===== src/rtl/hazard_scheduler_if.sv =====
// rtl/hazard_scheduler_if.sv - pipeline hazard bundle between the datapath and the hazard scheduler
interface hazard_scheduler_if #(
  parameter int CNT_W = 16
);
  logic [4:0]       Rs1D;
  logic [4:0]       Rs2D;
  logic [4:0]       Rs1E;
  logic [4:0]       Rs2E;
  logic [4:0]       RdE;
  logic             LoadE;
  logic             PCSrcE;
  logic             RegWriteM;
  logic [4:0]       RdM;
  logic             RegWriteW;
  logic [4:0]       RdW;
  logic             MemAccessM;
  logic             mem_ready;
  logic             clr_cnt;

  logic [1:0]       ForwardAE;
  logic [1:0]       ForwardBE;
  logic             StallF;
  logic             StallD;
  logic             StallE;
  logic             StallM;
  logic             FlushD;
  logic             FlushE;
  logic             FlushW;
  logic             mem_req;
  logic             mem_err;
  logic [CNT_W-1:0] stall_cycles;

  modport master (
    output Rs1D, Rs2D, Rs1E, Rs2E, RdE, LoadE, PCSrcE,
    output RegWriteM, RdM, RegWriteW, RdW, MemAccessM, mem_ready, clr_cnt,
    input  ForwardAE, ForwardBE, StallF, StallD, StallE, StallM,
    input  FlushD, FlushE, FlushW, mem_req, mem_err, stall_cycles
  );

  modport slave (
    input  Rs1D, Rs2D, Rs1E, Rs2E, RdE, LoadE, PCSrcE,
    input  RegWriteM, RdM, RegWriteW, RdW, MemAccessM, mem_ready, clr_cnt,
    output ForwardAE, ForwardBE, StallF, StallD, StallE, StallM,
    output FlushD, FlushE, FlushW, mem_req, mem_err, stall_cycles
  );
endinterface


===== src/rtl/hazard_scheduler.sv =====
// rtl/hazard_scheduler.sv - forwarding, load-use, branch flush and data-memory wait/timeout control
module hazard_scheduler #(
  parameter int TIMEOUT = 15,
  parameter int CNT_W   = 16
) (
  input logic              clk,
  input logic              rst,
  hazard_scheduler_if.slave hz
);

  localparam int WW = $clog2(TIMEOUT + 1);
  // wait_cnt holds the stall cycles already spent; the abort is taken once the
  // current stall cycle is the TIMEOUT-th one, so a never-ready access stalls TIMEOUT cycles.
  localparam logic [WW-1:0] LAST_WAIT = WW'(TIMEOUT - 1);

  typedef enum logic [1:0] {RUN, MEM_WAIT, ABORT} state_t;

  state_t           state;
  state_t           state_next;
  logic [WW-1:0]    wait_cnt;
  logic [WW-1:0]    wait_cnt_next;
  logic             mem_err_q;
  logic             mem_err_next;
  logic [CNT_W-1:0] stall_cnt;

  logic             lw_stall;
  logic             mem_miss;
  logic [1:0]       fwd_a;
  logic [1:0]       fwd_b;
  logic             stall_f;
  logic             stall_d;
  logic             stall_e;
  logic             stall_m;
  logic             flush_d;
  logic             flush_e;
  logic             flush_w;
  logic             req;

  function automatic logic [1:0] fwd_sel(
    input logic [4:0] rs,
    input logic       wm,
    input logic [4:0] rdm,
    input logic       ww,
    input logic [4:0] rdw
  );
    if (wm && (rdm != 5'd0) && (rdm == rs)) begin
      return 2'b10;
    end else if (ww && (rdw != 5'd0) && (rdw == rs)) begin
      return 2'b01;
    end
    return 2'b00;
  endfunction

  always_comb begin
    lw_stall = hz.LoadE && (hz.RdE != 5'd0) &&
               ((hz.RdE == hz.Rs1D) || (hz.RdE == hz.Rs2D));
    mem_miss = (state != ABORT) && hz.MemAccessM && !hz.mem_ready;
  end

  always_ff @(posedge clk) begin
    if (rst) begin
      state     <= RUN;
      wait_cnt  <= '0;
      mem_err_q <= 1'b0;
    end else begin
      state     <= state_next;
      wait_cnt  <= wait_cnt_next;
      mem_err_q <= mem_err_next;
    end
  end

  always_comb begin
    state_next    = state;
    wait_cnt_next = wait_cnt;
    mem_err_next  = 1'b0;
    case (state)
      RUN: begin
        if (mem_miss) begin
          if (TIMEOUT == 1) begin
            state_next    = ABORT;
            wait_cnt_next = '0;
            mem_err_next  = 1'b1;
          end else begin
            state_next    = MEM_WAIT;
            wait_cnt_next = WW'(1);
          end
        end
      end
      MEM_WAIT: begin
        if (!mem_miss) begin
          state_next    = RUN;
          wait_cnt_next = '0;
        end else if (wait_cnt == LAST_WAIT) begin
          state_next    = ABORT;
          wait_cnt_next = '0;
          mem_err_next  = 1'b1;
        end else begin
          wait_cnt_next = wait_cnt + 1'b1;
        end
      end
      ABORT: begin
        state_next    = RUN;
        wait_cnt_next = '0;
      end
      default: begin
        state_next    = RUN;
        wait_cnt_next = '0;
      end
    endcase
  end

  // Priority: reset bubble > memory wait > branch flush / load-use.
  always_comb begin
    fwd_a   = 2'b00;
    fwd_b   = 2'b00;
    stall_f = 1'b0;
    stall_d = 1'b0;
    stall_e = 1'b0;
    stall_m = 1'b0;
    flush_d = 1'b0;
    flush_e = 1'b0;
    flush_w = 1'b0;
    req     = 1'b0;
    if (rst) begin
      flush_d = 1'b1;
      flush_e = 1'b1;
      flush_w = 1'b1;
    end else begin
      fwd_a = fwd_sel(hz.Rs1E, hz.RegWriteM, hz.RdM, hz.RegWriteW, hz.RdW);
      fwd_b = fwd_sel(hz.Rs2E, hz.RegWriteM, hz.RdM, hz.RegWriteW, hz.RdW);
      req   = (state != ABORT) && hz.MemAccessM;
      if (mem_miss) begin
        stall_f = 1'b1;
        stall_d = 1'b1;
        stall_e = 1'b1;
        stall_m = 1'b1;
        flush_w = 1'b1;
      end else begin
        stall_f = lw_stall;
        stall_d = lw_stall;
        flush_d = hz.PCSrcE;
        flush_e = hz.PCSrcE || lw_stall;
        flush_w = (state == ABORT);
      end
    end
  end

  always_ff @(posedge clk) begin
    if (rst || hz.clr_cnt) begin
      stall_cnt <= '0;
    end else if (stall_f && (stall_cnt != '1)) begin
      stall_cnt <= stall_cnt + 1'b1;
    end
  end

  assign hz.ForwardAE    = fwd_a;
  assign hz.ForwardBE    = fwd_b;
  assign hz.StallF       = stall_f;
  assign hz.StallD       = stall_d;
  assign hz.StallE       = stall_e;
  assign hz.StallM       = stall_m;
  assign hz.FlushD       = flush_d;
  assign hz.FlushE       = flush_e;
  assign hz.FlushW       = flush_w;
  assign hz.mem_req      = req;
  // Suppressed under reset so a reset landing on the abort cycle reports nothing.
  assign hz.mem_err      = mem_err_q && !rst;
  assign hz.stall_cycles = stall_cnt;

endmodule


===== src/flat_wrapper.sv =====
// flat-port wrapper written by rule: the top's interface ports become plain ports
module hazard_scheduler_flat 
#(
  parameter int TIMEOUT = 15,
  parameter int CNT_W   = 16
)
  (clk, rst, hz_Rs1D, hz_Rs2D, hz_Rs1E, hz_Rs2E, hz_RdE, hz_LoadE, hz_PCSrcE, hz_RegWriteM, hz_RdM, hz_RegWriteW, hz_RdW, hz_MemAccessM, hz_mem_ready, hz_clr_cnt, hz_ForwardAE, hz_ForwardBE, hz_StallF, hz_StallD, hz_StallE, hz_StallM, hz_FlushD, hz_FlushE, hz_FlushW, hz_mem_req, hz_mem_err, hz_stall_cycles);
  hazard_scheduler_if #(.CNT_W(CNT_W)) hz_i ();
  input logic clk;
  input logic rst;
  input wire logic [$bits(hz_i.Rs1D)-1:0] hz_Rs1D;
  input wire logic [$bits(hz_i.Rs2D)-1:0] hz_Rs2D;
  input wire logic [$bits(hz_i.Rs1E)-1:0] hz_Rs1E;
  input wire logic [$bits(hz_i.Rs2E)-1:0] hz_Rs2E;
  input wire logic [$bits(hz_i.RdE)-1:0] hz_RdE;
  input wire logic [$bits(hz_i.LoadE)-1:0] hz_LoadE;
  input wire logic [$bits(hz_i.PCSrcE)-1:0] hz_PCSrcE;
  input wire logic [$bits(hz_i.RegWriteM)-1:0] hz_RegWriteM;
  input wire logic [$bits(hz_i.RdM)-1:0] hz_RdM;
  input wire logic [$bits(hz_i.RegWriteW)-1:0] hz_RegWriteW;
  input wire logic [$bits(hz_i.RdW)-1:0] hz_RdW;
  input wire logic [$bits(hz_i.MemAccessM)-1:0] hz_MemAccessM;
  input wire logic [$bits(hz_i.mem_ready)-1:0] hz_mem_ready;
  input wire logic [$bits(hz_i.clr_cnt)-1:0] hz_clr_cnt;
  output wire logic [$bits(hz_i.ForwardAE)-1:0] hz_ForwardAE;
  output wire logic [$bits(hz_i.ForwardBE)-1:0] hz_ForwardBE;
  output wire logic [$bits(hz_i.StallF)-1:0] hz_StallF;
  output wire logic [$bits(hz_i.StallD)-1:0] hz_StallD;
  output wire logic [$bits(hz_i.StallE)-1:0] hz_StallE;
  output wire logic [$bits(hz_i.StallM)-1:0] hz_StallM;
  output wire logic [$bits(hz_i.FlushD)-1:0] hz_FlushD;
  output wire logic [$bits(hz_i.FlushE)-1:0] hz_FlushE;
  output wire logic [$bits(hz_i.FlushW)-1:0] hz_FlushW;
  output wire logic [$bits(hz_i.mem_req)-1:0] hz_mem_req;
  output wire logic [$bits(hz_i.mem_err)-1:0] hz_mem_err;
  output wire logic [$bits(hz_i.stall_cycles)-1:0] hz_stall_cycles;
  assign hz_i.Rs1D = hz_Rs1D;
  assign hz_i.Rs2D = hz_Rs2D;
  assign hz_i.Rs1E = hz_Rs1E;
  assign hz_i.Rs2E = hz_Rs2E;
  assign hz_i.RdE = hz_RdE;
  assign hz_i.LoadE = hz_LoadE;
  assign hz_i.PCSrcE = hz_PCSrcE;
  assign hz_i.RegWriteM = hz_RegWriteM;
  assign hz_i.RdM = hz_RdM;
  assign hz_i.RegWriteW = hz_RegWriteW;
  assign hz_i.RdW = hz_RdW;
  assign hz_i.MemAccessM = hz_MemAccessM;
  assign hz_i.mem_ready = hz_mem_ready;
  assign hz_i.clr_cnt = hz_clr_cnt;
  assign hz_ForwardAE = hz_i.ForwardAE;
  assign hz_ForwardBE = hz_i.ForwardBE;
  assign hz_StallF = hz_i.StallF;
  assign hz_StallD = hz_i.StallD;
  assign hz_StallE = hz_i.StallE;
  assign hz_StallM = hz_i.StallM;
  assign hz_FlushD = hz_i.FlushD;
  assign hz_FlushE = hz_i.FlushE;
  assign hz_FlushW = hz_i.FlushW;
  assign hz_mem_req = hz_i.mem_req;
  assign hz_mem_err = hz_i.mem_err;
  assign hz_stall_cycles = hz_i.stall_cycles;
  hazard_scheduler #(.TIMEOUT(TIMEOUT), .CNT_W(CNT_W)) u_core (.clk(clk), .rst(rst), .hz(hz_i));
endmodule

===== config.mk =====
export PLATFORM = sky130hd
export DESIGN_NAME = hazard_scheduler_flat
export DESIGN_NICKNAME = d
export VERILOG_FILES = /design/src/rtl/hazard_scheduler_if.sv /design/src/rtl/hazard_scheduler.sv /design/src/flat_wrapper.sv
export SDC_FILE = /design/constraint.sdc
export NUM_CORES = 1
export LEC_CHECK = 0
export BUFFER_PORTS_ARGS = -buffer_cell sky130_fd_sc_hd__buf_2
export CAP_MARGIN = 30
export CORE_MARGIN = 5
export CORE_UTILIZATION = 42
export CTS_CLUSTER_DIAMETER = 30
export DETAILED_ROUTE_END_ITERATION = 16
export PLACE_DENSITY = 0.76
export SLEW_MARGIN = 5
export SYNTH_ARGS = -nofsm -noshare
export SYNTH_HDL_FRONTEND = slang
export SYNTH_SLANG_ARGS = --single-unit

===== constraint.sdc =====
create_clock -name clk -period 1.9 [get_ports clk]
set_clock_uncertainty 0.05 [all_clocks]
set_input_delay 0.095 -clock clk [delete_from_list [all_inputs] [get_ports clk]]
set_output_delay 0.095 -clock clk [all_outputs]
set_load 0.03 [all_outputs]

-- Word-level counts from Yosys, hierarchy flattened
Cells that the tools add are included.
Widths: inputs -> output; s select.
- $add $sub $neg: 2
- eq/ne operators: 13
- mux-type cells: 34
- bitwise logic cells: 2
- reductions and logical operators: 23
- operators by type and width (operator ; number):
    $eq 5x5->1 ; 6
    $mux 2 ; 11
    $mux 1 ; 18
    $add 16x1->16 const B ; 1
    $ne 16x16->1 const B ; 1
    $reduce_bool 5->1 ; 3
    $logic_and 1x1->1 ; 12
    $mux 4 ; 3
    $pmux 4 s2 ; 1
    $add 4x1->4 const B ; 1
    $eq 4x4->1 const B ; 1
    $pmux 2 s2 ; 1
    $logic_or 1x1->1 ; 3
    $ne 3x3->1 const B ; 1
    $reduce_or 3->1 ; 1
    $eq 2x1->1 const B ; 1
    $eq 2x2->1 const B ; 1
    $logic_not 1->1 ; 2
    $logic_not 2->1 ; 1
    $ne 2x1->1 const B ; 1
    $ne 2x2->1 const B ; 1
    $not 1->1 ; 2
    $reduce_and 2->1 ; 1
- register bits after elaboration: 23
- input bits: 44
- output and inout bits: 29
- logic and storage cells: 78

-- Depth between registers and ports, before layout
Gate-level depths: netlist of run 1.
- depth in word-level cells: 8
- mapped depth: 9
- depth with buffers taken out: 7

-- Worst setup path before layout of run 1
OpenSTA, ideal clock, no wires.
- kind: flip-flop to flip-flop
- start: register u_core.stall_cnt[0] (netlist: u_core.hz.stall_cycles[0])
- end: register u_core.stall_cnt[1] (netlist: u_core.hz.stall_cycles[1])
- library setup time: 0.128 ns
- data arrival time: 2.083 ns
- required time: 1.722 ns
- path slack: -0.360 ns
- stages on the path, launching flop included: 10
- path buffers: 2
- period minus slack after synthesis: 2.260 ns
- path through: dfxtp_1 > ha_1 > nand2_1 > or2_0 > buf_6 > o31a_1 > a21oi_4 > buf_6 > mux2i_1 > nor2_1
- cells in the longest elaborated chain, start to end: 2
- elaborated cells between the ends (all ways): 3
- classes of those cells: add/sub (1); eq/ne (1); reduce/logical (1)
- ends and longest elaborated chain (what ; line ; RTL):
    start, declared ; hazard_scheduler.sv:24 ; logic [CNT_W-1:0] stall_cnt;
    start signal, assigned ; hazard_scheduler.sv:152 ; stall_cnt <= stall_cnt + 1'b1;
    parallel branches: the longest is 2 deep, another holds $add 16x1->16 ; n/a ;
Parallel ways; which one is timed is not known.
A chain may end at the register's enable or synchronous reset.

-- Final worst setup path of run 1
- start: register u_core.state[0]
- end: register u_core.stall_cnt[5] (netlist: u_core.hz.stall_cycles[5])
- cells in the longest elaborated chain, start to end: 6
- ends and longest elaborated chain (what ; line ; RTL):
    start, declared ; hazard_scheduler.sv:18 ; state_t state;
    start signal, assigned ; hazard_scheduler.sv:66 ; state <= state_next;
    $ne 2x2->1 ; hazard_scheduler.sv:57 ; mem_miss = (state != ABORT) && hz.MemAccessM && !hz.mem_ready;
    $logic_and 1x1->1 (2 in a row) ; hazard_scheduler.sv:57 ;
    $mux 1 ; hazard_scheduler.sv:132 ; if (mem_miss) begin
    $mux 1 ; hazard_scheduler.sv:124 ; if (rst) begin
    $logic_and 1x1->1 ; hazard_scheduler.sv:151 ; end else if (stall_f && (stall_cnt != '1)) begin
Every way passes these cells.

==> results of run 1 <==
## per-layer routing
layer | up-vias | part of all wire | GRT usage
met2 | 60 | 0.47 | 0.2892
met4 | 0 | 0.014 | 0.06263
met3 | 5 | 0.082 | 0.03463
met5 | - | 0 | 0
met1 | 811 | 0.43 | 0.2005
li1 | 918 | - | -
## what timing repair did
action                     4_1_cts  5_1_grt
buffers inserted                 3        2
gates resized for setup          2        8
hold buffers                     0        0
gates cloned                     0        0
setup endpoints to repair        4        5
pin swaps                        1        2
## report_power, final
group	switching (W)	internal, W
sequential	0.00000366	0.000482
combinational	0.000139	0.000115
clock	0.000160	0.000147
## worst max-delay path by stage
stage,endpoint
after detailed placement,u_core.hz.stall_cycles[1]
after global placement,u_core.hz.stall_cycles[1]
final,u_core.hz.stall_cycles[5]
after CTS,u_core.hz.stall_cycles[5]
after global routing,u_core.hz.stall_cycles[5]
after floorplan,u_core.hz.stall_cycles[1]
## layout by cell type, fill, tap and decap left out, types with 3 or more instances in the layout
master / Yosys / final
buf_2: 1 / 72
xnor2_1: 20 / 20
buf_4: 2 / 20
a21oi_1: 17 / 16
nand2_1: 14 / 14
nand3_1: 12 / 11
xor2_1: 11 / 11
dfxtp_1: 23 / 11
o21ai_0: 11 / 10
nor2_1: 10 / 10
or3_1: 10 / 10
dfxtp_2: 0 / 9
inv_1: 8 / 7
or4_1: 8 / 7
nor3_1: 6 / 6
nor2b_1: 4 / 4
nor4_1: 6 / 4
o31ai_1: 4 / 4
mux2i_1: 3 / 3
clkbuf_8: 0 / 3
dfxtp_4: 0 / 3
## layout make-up
type                       count  area, um2
fill                         358       1419
multi-input combinational    164       1129
timing repair buffer          93      521.8
sequential                    23      483.0
tap                           48      60.06
clock buffer                   3      41.29
inverter                       8      30.03
clock inverter                 1      5.005
## cells by family (layout without fill, tap and decap cells)
group,Yosys count,in the layout,share of synthesized area
compound gates,46,46,0.1824
xor+xnor,31,31,0.1677
fa+ha+maj,3,3,0.02319
buf+inv,16,105,0.05177
flops,23,23,0.2844
mux,3,3,0.01855
simple gates,81,81,0.2720
## worst max-delay path: stages (launching register included)
cell and delay, ns:
dfxtp_2 0.35, inv_2 0.06, a211oi_4 0.34, o31a_1 0.24, a21oi_4 0.05, buf_6 0.14, or4_4 0.47, a21oi_2 0.14
## sequential cells by signal (all words and copies together) (netlist names)
name / count
u_core.wait_cnt: 4
u_core.state: 2
u_core.hz.stall_cycles: 16
u_core.mem_err_q: 1
## stage by stage
stage / hold WS (ns) / utilization
after detailed placement: 0.3504 / 0.5848
after global placement: 0.3498 / 0.5848
after floorplan: 0.2168 / -
after CTS: 0.07648 / 0.6038
after global routing: 0.08740 / 0.6153
final: 0.07544 / 0.6153
==> run_results.csv, run 1 <==
group,metric,value,unit
run,drv_cap,0,
floorplan,io_pins,73,
yosys,syn-cell-area,1619,um2
floorplan,rows,22,
global_route,grt_pass1_vias,1698,
global_route,track_usage,0.1666,
power,p_per_area,460.8,nW/um2
placed_design,dp_hpwl,3510,um
worst_hold_path,hp-start,"rst",
yosys,ys.flop_type,"dfxtp_1",
clock_network,cts-root-buf,"clkbuf_8",
sta,worstMarginPinSlew,0.3915,ns
sta,setup_tns,0,ns
sta,finalHoldViolCount,0,
critical_path,r2r-start,"u_core.state[0]",
critical_path,crit_path_max_fanout,6,
critical_path,critPathLaunchType,"flip-flop",
global_route,antenna_found_initial,0,
clock_network,cts_buffers,3,
clock_network,cts_tree,"done",
placed_design,place_ws,-0.01946,ns
layout,fin_cells,340,
yosys,synth_enable_flop_cells,0,
yosys,yosysTopAreaCell,"dfxtp_1",
power,total_power,0.001046,W
worst_hold_path,holdPathEnd,"u_core.wait_cnt[1]",
critical_path,startpoint,"u_core.state[0]",
floorplan,die_area,5196,um2
critical_path,crit_path_end_kind,"flip-flop",
floorplan,fp.dieH,72.09,um
critical_path,arrival,2.04,ns
global_route,gr-total-overflow,0,
yosys,synth_seq_cells,23,
clock_network,clockBufferDepth,2,
routing,antenna_left,0,
layout,final_area,2270,um2
clock_network,clk_latency,0.27,ns
critical_path,reg2reg_to,"u_core.hz.stall_cycles[5]",
yosys,syn_inst,203,
outcome,status,"finished, final reports clean",
layout,diodes,0,
worst_hold_path,hold_path.class,"input pin to flip-flop",
worst_hold_path,min_path_cells,2,
global_route,grt_max_degree,15,
sta,period_share,0.9954,
placed_design,port-buffer-count,72,
critical_path,worstSetupPathType,"flip-flop to flip-flop",
clock_network,clock_sinks,23,
sta,maxSlewHeadroom,0.7370,
global_route,grt_pass1_wl,7203,um
routing,drtIter0Drc,90,
routing,wl_per_cell,12.60,um
yosys,ys_top_cells_by_count,"23 x dfxtp_1, 20 x xnor2_1, 17 x a21oi_1",
critical_path,cp.required,2.05,ns
layout,layout.nets,340,
sta,setup_slack,0.008781,ns
yosys,yosysMostFrequentCell,"dfxtp_1",
yosys,synthArstFlopShare,0,
sta,fmax,528.8,MHz
routing,viasPerCell,5.276,
sta,rsz0062_at_grt,"true",
clock_network,h-tree-depth,1,
placed_design,place_congestion,0.8274,
layout,synthToLayoutAreaGrowth,40.19,%
yosys,synth_fp_nets,250,
sta,drv_slew,0,
power,p_leak,0.9434,nW
routing,via_count,1794,
clock_network,path_clk_slew,0.08,ns
floorplan,die_w,72.09,um
routing,drt_wl_total,4283,um
placed_design,placed_area,2157,um2
yosys,ys.warnings.count,0,
critical_path,rrSetupSlack,0.009,ns
routing,drc,0,
yosys,netlist.area_leader.share,0.2844,
yosys,synth.area.top_cells,"dfxtp_1 28%, xnor2_1 11%, xor2_1 6.0%",
routing,drt-pass1-iter-count,4,
floorplan,coreArea,3689,um2
floorplan,start_util,0.4389,
yosys,ys_seq_area_frac,0.2844,
sta,finalSetupViolations,0,
power,ir_worst_vdd,0.0002390,V
placed_design,dpl.cell_count,331,
critical_path,timing.reg2reg.worst_path_depth,7,
yosys,synthDistinctLibCells,43,
sta,finalCriticalPeriod,1.891,ns
layout,layout-drive-gt1-share,0.4212,
yosys,postSynthAreaPerCell,7.976,um2
Power figures use the tool's default switching activity.
==> inputs of run 2 (changes only) <==
Settings changed: RECOVER_POWER set to 25.
==> run_results.csv, run 2 (synthesis results as in run 1) <==
group,metric,value,unit
outcome,status,"finished, final reports clean",
critical_path,crit_path_max_fanout,6,
routing,antenna_left,0,
sta,drv_slew,0,
routing,drt_wl_total,4294,um
global_route,grt_pass1_wl,7203,um
sta,period_share,0.9964,
global_route,track_usage,0.1666,
sta,finalHoldViolCount,0,
critical_path,cp_cell_sequence,"inv_2 -> a211oi_4 -> o31a_1 -> a21oi_4 -> buf_6 -> or4_4 -> a21oi_2",
floorplan,fp.dieH,72.09,um
routing,drtIter0Drc,75,
routing,wl_per_cell,12.63,um
clock_network,clockBufferDepth,2,
clock_network,cts-root-buf,"clkbuf_8",
critical_path,worstSetupPathType,"flip-flop to flip-flop",
layout,layout-drive-gt1-share,0.3801,
sta,rsz0062_at_grt,"true",
power,p_leak,0.8904,nW
sta,setup_slack,0.006909,ns
critical_path,timing.reg2reg.worst_path_depth,7,
sta,fmax,528.2,MHz
floorplan,io_pins,73,
power,switching_power,0.0003022,W
critical_path,path_delay_family,"compound AO/OA/AOI/OAI gates",
critical_path,rrSetupSlack,0.007,ns
critical_path,critPathLaunchType,"flip-flop",
floorplan,start_util,0.4389,
clock_network,clk_latency,0.27,ns
critical_path,arrival,2.05,ns
power,p_per_area,463.8,nW/um2
critical_path,path_buf_inv,2,
floorplan,rows,22,
clock_network,clock_sinks,23,
run,drv_cap,0,
power,p_comb_frac,0.243,
critical_path,crit_path_end_kind,"flip-flop",
placed_design,port-buffer-count,72,
global_route,grt_pass1_vias,1698,
clock_network,ctsHoldBuffers,0,
layout,diodes,0,
floorplan,die_w,72.09,um
placed_design,placed_area,2157,um2
global_route,grt_max_degree,15,
placed_design,dp_hpwl,3510,um
worst_hold_path,hold_path.class,"input pin to flip-flop",
power,p_sw_frac,0.2890,
critical_path,cp_num_cells,7,
layout,layout_common_cells,"60 x buf_2, 20 x xnor2_1, 20 x buf_4, 16 x a21oi_1, 14 x nand2_1",
global_route,gr-total-overflow,0,
sta,maxSlewHeadroom,0.7370,
critical_path,slowest_delay,0.47,ns
clock_network,h-tree-depth,1,
sta,finalCriticalPeriod,1.893,ns
critical_path,endpoint,"u_core.hz.stall_cycles[5]",
floorplan,die_area,5196,um2
routing,drt-pass1-iter-count,4,
placed_design,place_ws,-0.01946,ns
clock_network,path_clk_slew,0.08,ns
clock_network,cts_buffers,3,
sta,finalSetupViolations,0,
global_route,antenna_found_initial,0,
critical_path,startpoint,"u_core.state[0]",
power,p_clk_frac,0.293,
routing,via_count,1801,
critical_path,r2r-start,"u_core.state[0]",
power,p_int,0.0007435,W
layout,final_area,2255,um2
power,ir_worst_vdd,0.0002390,V
clock_network,cts_tree,"done",
sta,worstMarginPinSlew,0.3915,ns
floorplan,coreArea,3689,um2
layout,final_common_cell,"buf_2",
critical_path,slowest_stage,"or4_4",
placed_design,dpl.cell_count,331,
layout,fin_cells,340,
power,seq_power_share,0.464,
critical_path,reg2reg_to,"u_core.hz.stall_cycles[5]",
placed_design,place_congestion,0.8274,
layout,synthToLayoutAreaGrowth,39.26,%
routing,viasPerCell,5.297,
critical_path,cp.required,2.05,ns
layout,largest_reg_flops,16,
layout,layout.nets,340,
routing,drc,0,
[run 2: cell types whose count changed in the layout (fill, tap and decap cells not counted)]
cell | before | now
buf_2 | 72 | 60
clkbuf_1 | 0 | 12
[run 2: how the worst min path moves through the flow]
stage / startpoint / to / slack [ns] / cells past startpoint
final: rst / u_core.wait_cnt[1] / 0.08 / 2
after detailed placement: hz_clr_cnt / u_core.hz.stall_cycles[8] / 0.35 / 3
after CTS: hz_clr_cnt / u_core.hz.stall_cycles[10] / 0.08 / 3
after global placement: hz_clr_cnt / u_core.hz.stall_cycles[8] / 0.35 / 3
after floorplan: hz_clr_cnt / u_core.hz.stall_cycles[8] / 0.22 / 2
after global routing: hz_clr_cnt / u_core.hz.stall_cycles[10] / 0.09 / 3
[run 2: layout make-up]
cell class              count  area [um2]
clock buffers               3       41.29
clock inverters             1       5.005
fillers                   364        1434
inverters                   8       30.03
multi-input cells         164        1129
flip-flops and latches     23       483.0
well taps                  48       60.06
repair buffers             93       506.7
[run 2: metal layers]
metal  track usage  wire [um]  vias up
met5             0          0        -
met4       0.06263         62        0
met3       0.03463        367        5
met2        0.2892       1997       58
met1        0.2005       1867      820
li1              -          -      918
[run 2: what timing repair did]
item | in CTS | in global routing
setup endpoints to repair | 4 | 5
resized for setup | 2 | 8
buffers inserted | 3 | 2
pin swaps | 1 | 2
gates cloned | 0 | 0
[run 2: power by group through the flow]
stage	clock, W	sequential (W)	combinational (W)
floorplan	0	0.000500	0.000148
global placement	0	0.000498	0.000242
detailed placement	0	0.000498	0.000246
CTS	0.000319	0.000487	0.000252
global route	0.000338	0.000486	0.000279
finish	0.000306	0.000485	0.000254
[run 2: metrics by stage]
step	hold slack [ns]	TNS [ns]	power, W	utilization
2_1_floorplan	0.2168	-0.04467	0.0006471	-
3_3_place_gp	0.3498	0	0.0007399	0.5848
3_5_place_dp	0.3504	-0.02449	0.0007448	0.5848
4_1_cts	0.07648	-0.001929	0.001058	0.6038
5_1_grt	0.08740	-0.1640	0.001103	0.6113
6_report	0.07606	0	0.001046	0.6113
==> inputs of run 3 (changes only) <==
Settings changed: CORE_ASPECT_RATIO set to 0.8.
==> run_results.csv, run 3 (synthesis results as in run 1) <==
group,metric,value,unit
layout,fin_cells,331,
sta,finalCriticalPeriod,1.854,ns
critical_path,critPathLaunchType,"flip-flop",
routing,drt-pass1-iter-count,4,
floorplan,coreArea,3754,um2
routing,drc,0,
global_route,gr-total-overflow,0,
critical_path,worstSetupPathType,"flip-flop to flip-flop",
layout,largest_reg_flops,16,
critical_path,cp_cell_sequence,"inv_2 -> a211oi_4 -> o31a_1 -> a21oi_4 -> buf_12 -> or4_1 -> a21oi_1",
placed_design,dp_hpwl,3526,um
global_route,antenna_found_initial,0,
layout,final_common_cell,"buf_2",
global_route,grt_max_degree,20,
sta,period_share,0.9755,
routing,drtIter0Drc,92,
critical_path,cp.required,2.04,ns
critical_path,crit_path_max_fanout,19,
routing,via_count,1765,
sta,fmax,539.5,MHz
sta,finalHoldViolCount,0,
critical_path,path_delay_family,"compound AO/OA/AOI/OAI gates",
clock_network,h-tree-depth,1,
layout,layout-drive-gt1-share,0.3554,
sta,drv_slew,0,
clock_network,cts_tree,"done",
floorplan,fp.dieH,65.54,um
floorplan,die_area,5204,um2
sta,maxSlewHeadroom,0.7154,
sta,finalSetupViolations,0,
power,ir_worst_vdd,0.0002707,V
placed_design,dpl.cell_count,326,
clock_network,ctsHoldBuffers,0,
placed_design,port-buffer-count,72,
layout,layout.nets,335,
worst_hold_path,hold_path.class,"input pin to flip-flop",
routing,viasPerCell,5.332,
critical_path,slowest_delay,0.46,ns
global_route,grt_pass1_wl,7265,um
clock_network,cts_buffers,3,
clock_network,clockBufferDepth,2,
outcome,status,"finished, final reports clean",
power,p_per_area,470.4,nW/um2
placed_design,place_congestion,0.7859,
global_route,grt_pass1_vias,1706,
clock_network,path_clk_slew,0.08,ns
sta,setup_tns,0,ns
layout,layout_common_cells,"60 x buf_2, 20 x xnor2_1, 17 x a21oi_1, 15 x buf_4, 14 x nand2_1",
floorplan,io_pins,73,
routing,wl_per_cell,12.75,um
power,total_power,0.001035,W
power,p_leak,0.8670,nW
clock_network,cts-root-buf,"clkbuf_8",
critical_path,crit_path_end_kind,"flip-flop",
clock_network,clk_latency,0.26,ns
floorplan,start_util,0.4313,
floorplan,rows,20,
floorplan,die_w,79.42,um
global_route,track_usage,0.1685,
critical_path,slowest_stage,"or4_1",
critical_path,path_buf_inv,2,
run,drv_cap,0,
routing,drt_wl_total,4219,um
sta,rsz0062_at_grt,"true",
layout,diodes,0,
critical_path,arrival,1.99,ns
routing,antenna_left,0,
layout,synthToLayoutAreaGrowth,35.94,%
sta,worstMarginPinSlew,0.4230,ns
clock_network,clock_sinks,23,
==> run 3: layer usage <==
| layer | track usage | vias up | routed length [um] |
|---|---|---|---|
| met5 | 0 | - | 0 |
| li1 | - | 900 | - |
| met3 | 0.03562 | 2 | 249 |
| met2 | 0.3162 | 44 | 2124 |
| met1 | 0.2051 | 819 | 1838 |
| met4 | 0.01288 | 0 | 6 |
==> run 3: worst min-delay path: cells and delay by family <==
kind                   cells  cell delay, ns
buffers and inverters      1            0.10
and+or+nand+nor            1            0.10
muxes                      1            0.06
==> run 3: area by class of cell <==
type / instances / area, um2
clock buffer: 4 / 45.04
tap: 44 / 55.05
timing repair buffer: 88 / 478.0
multi-input combinational: 164 / 1112
inverter: 8 / 30.03
sequential: 23 / 480.5
fill: 351 / 1553
==> run 3: power by group <==
group          leakage [nW]  internal [W]  switching, W
Combinational         0.652      0.000112      0.000138
Sequential            0.192      0.000483    0.00000390
Clock                0.0228      0.000149      0.000148
==> run 3: repair_timing <==
item,in CTS,in global routing
buffers inserted,1,0
setup endpoints to repair,4,2
pin swaps,0,1
gates cloned,0,0
gates resized for setup,1,3
==> run 3: stage by stage <==
step	hold WS, ns	worst slack [ns]	area [um2]	util
after floorplan	0.2168	-0.03859	1670	-
after global placement	0.3523	0.03050	2145	0.5713
after detailed placement	0.3594	-0.01878	2145	0.5713
after CTS	0.08913	0.01859	2210	0.5887
after global routing	0.1071	-0.01280	2201	0.5863
final	0.08973	0.04646	2201	0.5863
==> run 3: worst paths after layout <==
kind | start | cells past startpoint | to | slack (ns)
worst max-delay path | u_core.state[0] | 7 | u_core.hz.stall_cycles[5] | 0.05
worst min-delay path | hz_clr_cnt | 3 | u_core.hz.stall_cycles[10] | 0.09
worst max register to register | u_core.state[0] | 7 | u_core.hz.stall_cycles[5] | 0.05
worst min register to register | u_core.hz.stall_cycles[4] | 2 | u_core.hz.stall_cycles[4] | 0.45
